[src/rtl/monster_fleet_ctrl.sv]
// Space Monsters gameplay controller: marches the formation, tracks which
// monsters are alive, accumulates a saturating score and reports the
// win / tank_destroyed events back to the level state machine.
module monster_fleet_ctrl #(
  parameter int NUM_MON     = 8,
  parameter int STEP_DIV_L1 = 2_500_000,
  parameter int STEP_DIV_L2 = 1_250_000,
  parameter int X_MIN       = 160,
  parameter int X_MAX       = 480,
  parameter int STEP_X      = 8,
  parameter int STEP_Y      = 16,
  parameter int Y_START     = 64,
  parameter int Y_LIMIT     = 400,
  parameter int PTS_L1      = 1,
  parameter int PTS_L2      = 2,
  localparam int IW         = (NUM_MON > 1) ? $clog2(NUM_MON) : 1
) (
  input  logic               clk,
  input  logic               rst,
  input  logic [2:0]         level_in,
  input  logic               hit_valid,
  input  logic [IW-1:0]      hit_idx,
  input  logic               tank_hit,
  output logic [9:0]         fleet_x,
  output logic [9:0]         fleet_y,
  output logic [NUM_MON-1:0] alive,
  output logic               win,
  output logic               tank_destroyed,
  output logic [7:0]         score,
  output logic               playing
);

  localparam int DIV_MAX = (STEP_DIV_L1 > STEP_DIV_L2) ? STEP_DIV_L1 : STEP_DIV_L2;
  localparam int DIV_W   = (DIV_MAX > 1) ? $clog2(DIV_MAX) : 1;

  localparam logic [DIV_W-1:0] TC_L1 = DIV_W'(STEP_DIV_L1 - 1);
  localparam logic [DIV_W-1:0] TC_L2 = DIV_W'(STEP_DIV_L2 - 1);

  localparam logic [10:0] X_MAX_E  = 11'(X_MAX);
  localparam logic [10:0] X_LEFT_E = 11'(X_MIN + STEP_X);
  localparam logic [10:0] STEP_X_E = 11'(STEP_X);

  localparam logic [9:0] X_MIN_W   = 10'(X_MIN);
  localparam logic [9:0] Y_START_W = 10'(Y_START);
  localparam logic [9:0] Y_LIMIT_W = 10'(Y_LIMIT);
  localparam logic [9:0] STEP_X_W  = 10'(STEP_X);
  localparam logic [9:0] STEP_Y_W  = 10'(STEP_Y);

  localparam logic [7:0] PTS1 = 8'(PTS_L1);
  localparam logic [7:0] PTS2 = 8'(PTS_L2);

  localparam logic [NUM_MON-1:0] ONE_HOT0 = NUM_MON'(1);

  typedef enum logic [1:0] {S_IDLE, S_PLAY, S_DONE} state_t;

  state_t             state;
  logic [2:0]         lvl_q;
  logic [DIV_W-1:0]   divider;
  logic               dir_left;

  logic [2:0]         lvl;
  logic               load;
  logic               step_tc;
  logic [7:0]         pts;
  logic [NUM_MON-1:0] hit_mask;
  logic               hit_ok;
  logic               last_kill;
  logic               at_right;
  logic               at_left;
  logic               fail;

  // Score accumulation clamps at 255 instead of wrapping.
  function automatic logic [7:0] sat_add(input logic [7:0] a, input logic [7:0] b);
    logic [8:0] s;
    s = {1'b0, a} + {1'b0, b};
    return s[8] ? 8'hFF : s[7:0];
  endfunction

  // Decode level, step timing, hit qualification and edge/fail conditions.
  always_comb begin
    lvl       = (level_in == 3'd1 || level_in == 3'd2) ? level_in : 3'd0;
    load      = (lvl != 3'd0) && (lvl != lvl_q);
    step_tc   = (lvl_q == 3'd2) ? (divider == TC_L2) : (divider == TC_L1);
    pts       = (lvl_q == 3'd2) ? PTS2 : PTS1;
    // An out-of-range index shifts the bit off the top, so it never matches.
    hit_mask  = ONE_HOT0 << hit_idx;
    hit_ok    = hit_valid && ((alive & hit_mask) != '0);
    last_kill = hit_ok && ((alive & ~hit_mask) == '0);
    at_right  = ({1'b0, fleet_x} + STEP_X_E) > X_MAX_E;
    at_left   = {1'b0, fleet_x} < X_LEFT_E;
    fail      = tank_hit || (fleet_y >= Y_LIMIT_W);
  end

  // Level FSM with registered fleet position, alive mask, score and event pulses.
  always_ff @(posedge clk) begin
    if (rst) begin
      state          <= S_IDLE;
      lvl_q          <= 3'd0;
      divider        <= '0;
      dir_left       <= 1'b0;
      fleet_x        <= X_MIN_W;
      fleet_y        <= Y_START_W;
      alive          <= '0;
      win            <= 1'b0;
      tank_destroyed <= 1'b0;
      score          <= 8'd0;
      playing        <= 1'b0;
    end else begin
      lvl_q          <= lvl;
      win            <= 1'b0;
      tank_destroyed <= 1'b0;
      if (load) begin
        // A new level code reloads the formation from any state; score carries over.
        state    <= S_PLAY;
        playing  <= 1'b1;
        alive    <= '1;
        fleet_x  <= X_MIN_W;
        fleet_y  <= Y_START_W;
        dir_left <= 1'b0;
        divider  <= '0;
      end else begin
        case (state)
          S_IDLE: begin
            if (lvl == 3'd0) score <= 8'd0;
          end
          S_PLAY: begin
            if (lvl == 3'd0) begin
              state   <= S_IDLE;
              playing <= 1'b0;
            end else begin
              divider <= step_tc ? '0 : divider + DIV_W'(1);
              if (step_tc) begin
                if (!dir_left && at_right) begin
                  fleet_y  <= fleet_y + STEP_Y_W;
                  dir_left <= 1'b1;
                end else if (dir_left && at_left) begin
                  fleet_y  <= fleet_y + STEP_Y_W;
                  dir_left <= 1'b0;
                end else if (dir_left) begin
                  fleet_x <= fleet_x - STEP_X_W;
                end else begin
                  fleet_x <= fleet_x + STEP_X_W;
                end
              end
              if (hit_ok) begin
                alive <= alive & ~hit_mask;
                score <= sat_add(score, pts);
              end
              // Losing the tank outranks clearing the fleet in the same cycle.
              if (fail) begin
                tank_destroyed <= 1'b1;
                state          <= S_DONE;
                playing        <= 1'b0;
              end else if (last_kill) begin
                win     <= 1'b1;
                state   <= S_DONE;
                playing <= 1'b0;
              end
            end
          end
          S_DONE: begin
            if (lvl == 3'd0) state <= S_IDLE;
          end
          default: begin
            state   <= S_IDLE;
            playing <= 1'b0;
          end
        endcase
      end
    end
  end

endmodule
[config.mk]
export PLATFORM = sky130hd
export DESIGN_NAME = monster_fleet_ctrl
export DESIGN_NICKNAME = d
export VERILOG_FILES = /design/src/rtl/monster_fleet_ctrl.sv
export SDC_FILE = /design/constraint.sdc
export NUM_CORES = 1
export LEC_CHECK = 0
export BUFFER_PORTS_ARGS = -buffer_cell sky130_fd_sc_hd__buf_2
export CAP_MARGIN = 10
export CORE_ASPECT_RATIO = 1.4
export CORE_UTILIZATION = 55
export CTS_CLUSTER_SIZE = 24
export DETAILED_ROUTE_END_ITERATION = 8
export PLACE_DENSITY = 0.77
export SYNTH_ARGS = -nofsm -noshare
export SYNTH_HDL_FRONTEND = slang
export SYNTH_SLANG_ARGS = --single-unit
export TNS_END_PERCENT = 100
[constraint.sdc]
create_clock -name clk -period 6.3 [get_ports clk]
set_input_delay 0 -clock clk [delete_from_list [all_inputs] [get_ports clk]]
set_output_delay 0 -clock clk [all_outputs]
set_load 0.05 [all_outputs]
==> summary.txt <==
Run status
  – Failing checks: DRC
  – Status: finished, violations left

Global routing
  – First-pass GRT wire length: 14.3 mm
  – Global route total overflow: 0
  – Initial antenna violation count: 0
  – GRT Util Overall: 25.9%
  – Vias in the first global route: 3214
  – Largest net degree at the start of global routing: 21

STA
  – F_max: 354 MHz
  – Least-Margin Pin Slew: 1040 ps
  – RSZ-0062 raised after global routing: false
  – Fin Setup TNS: 0 ps
  – Final min period: 2830 ps
  – Final setup fails: 0
  – Final period util: 44.9%
  – Final Hold Fails: 0
  – Slew Limit Headroom: 30.3%
  – Final slew viol count: 0
  – Layout Skew: 6.24 ps

Finish
  – Share of post-route cells with drive strength above 1: 15.3%
  – Fill cells: 548
  – Final nets: 494
  – Synthesis-to-layout area growth: 11.8%
  – FF/Latch Area: 1200 µm²
  – Antenna cells: 0
  – Multi-input gate area: 2240 µm²
  – Final instance area: 4050 µm²

Critical path
  – Critical path required time: 6510 ps
  – Crit start category: flip-flop
  – CP Capture Type: flip-flop
  – Kind of critical path: flip-flop to flip-flop
  – Worst-path fanout max: 20
  – Crit Reg-Reg Startpoint: lvl_q[1]
  – Worst reg2reg endpoint: divider[14]
  – Crit path arrival time: 3030 ps
  – Slack of the worst reg-to-reg path: 3470 ps
  – Cells on worst reg2reg path: 5

Floorplan
  – Core area: 6300 µm²
  – Io pins: 49
  – Initial core utilization: 57.5%
  – Die area: 6910 µm²
  – Die W: 70.6 µm
  – Die height: 98.0 µm
  – Std cell rows: 34

Yosys
  – Top-area cell type share of the netlist area: 33.2%
  – Synth top area cells: dfxtp_1 (33%), nor2_1 (5.0%), xnor2_1 (4.1%)
  – Synth Instances: 430
  – Number of flops mapped to enable cells by yosys: 0
  – Synthesized area: 3620 µm²
  – Sequential element share of the synthesized area: 33.2%
  – Synth Register Bits: 60
  – Post-synth cell types: 71
  – Ys Warns: 0
  – Dominant cell type by area after synthesis: dfxtp_1
  – Synth Flop Type: dfxtp_1
  – Post-synthesis async set-or-reset flop share: 0%
  – Avg Cell Area, Syn: 8.42 µm²

Drt
  – DRT iter0 DRCs: 138
  – DR WL/cell: 15.9 µm
  – # DRC: 10
  – Vias per cell: 6.22
  – 1st-pass router iterations: 6
  – Final WL: 8.70 mm
  – DRT antenna net count: 0
  – DR vias: 3407

Clock network
  – CTS Buf Count: 9
  – Worst-path clk slew: 70 ps
  – Post_cts resized: 0
  – Post-CTS Setup Inserts: 0
  – Hold Buf Count CTS: 3
  – Worst-case clock buffer depth: 2
  – Worst-skew pair later-pin latency: 350 ps
  – CTS tree: yes
  – H-tree depth: 3
  – # clock sinks: 60
  – CTS Root Buffer Type: clkbuf_8

Power and ir drop
  – Pwr Density: 204 nW/µm²
  – P_leak: 1.51 nW
  – VDD IR max: 0.000126 V

Placed design
  – Post-place instance area: 3820 µm²
  – Buffers on Ports: 41
  – DPL Wire Length: 6.16 mm
  – Placer Congestion: 0.851

Job
  – MaxCap Viol Count: 0

Hold path
  – Tightest Hold Check Type: primary input to flip-flop
  – Worst Hold Launch: hit_idx[0]
  – Hold Crit Depth: 2
  – Hold Path End: alive[3]
## layout by cell type (no fill, tap or decap), types with 11 or more instances in the layout
cell type and instances:
a21oi_1 15, buf_2 41, dfxtp_1 60, ha_1 11
inv_1 19, nand2_1 23, nand3_1 19, nor2_1 48
nor3_1 11, nor4_1 12, o21ai_0 24, xnor2_1 17
## area by class of cell
type	count	area share, %
Clock buffer	9	3.06
Inverter	19	1.76
Sequential cell	60	29.7
Timing Repair Buffer	46	6.19
Multi-Input combinational cell	335	55.4
Clock inverter	7	1.67
Tap cell	72	2.23
## state kept, by name, indices dropped and copies added, names as in the netlist
name,cells
lvl_q,3
win,1
alive,8
fleet_x,7
dir_left,1
playing,1
state,2
divider,22
score,8
tank_destroyed,1
fleet_y,6
## how the worst max path moves through the flow
stage                             end  cells after the start        from
after floorplan            fleet_x[9]                      6  fleet_x[5]
after global placement     divider[2]                      5    lvl_q[1]
after detailed placement  divider[21]                      5    lvl_q[1]
after CTS                 divider[11]                      5    lvl_q[1]
after global routing       divider[2]                      5    lvl_q[1]
final                     divider[14]                      5    lvl_q[1]
## cell usage after synthesis, drive strengths merged, types with 12 or more instances
library cell	number
dfxtp	60
nor2	48
o21ai	25
nand2	23
nand3	20
inv	19
xnor2	17
a21oi	15
nor4	12
## report_power, final
part | switching, W | total (W) | internal, W | leakage (nW)
clock | 0.000162 | 0.000341 | 0.000180 | 0.0910
sequential | 0.00000697 | 0.000392 | 0.000385 | 0.486
combinational | 0.0000650 | 0.0000897 | 0.0000247 | 0.936
total | 0.000234 | 0.000823 | 0.000590 | 1.51
## worst max-delay path, stage by stage (launching register included)
cell      delay [ps]
dfxtp_1          360
or3b_4           430
or4_4            530
a2111o_1         640
nand2_1          600
nor2_1           120
## per-stage QoR
step	std cells	utilization, %	power [W]	hold WS (ps)	setup WS, ps
2_1_floorplan	437	-	0.000471	146	3930
3_3_place_gp	529	60.7	0.000486	322	3540
3_5_place_dp	529	60.7	0.000488	310	3490
4_1_cts	548	64.2	0.000826	15.4	3480
5_1_grt	548	64.2	0.000852	31.0	3370
6_report	548	64.2	0.000823	22.4	3470
## cell families (layout without fill, tap and decap cells)
| kind of cell | count (synthesis) | in the layout | share of synthesized area [%] |
|---|---|---|---|
| compound gates | 95 | 95 | 18.5 |
| xor+xnor | 24 | 24 | 5.81 |
| fa+ha+maj | 13 | 13 | 4.91 |
| buf+inv | 42 | 81 | 5.60 |
| flops | 60 | 60 | 33.2 |
| mux | 6 | 6 | 2.04 |
| other cells | 1 | 8 | 0.104 |
| simple gates | 189 | 189 | 29.8 |
## layer usage
layer	vias to the layer above	routed length, µm	GRT usage (%)
li1	1675	-	-
met1	1624	3600	28.1
met2	90	4520	46.8
met3	18	354	5.88
met4	0	235	12.8
met5	-	0	0
(Power assumes the default switching activity.)
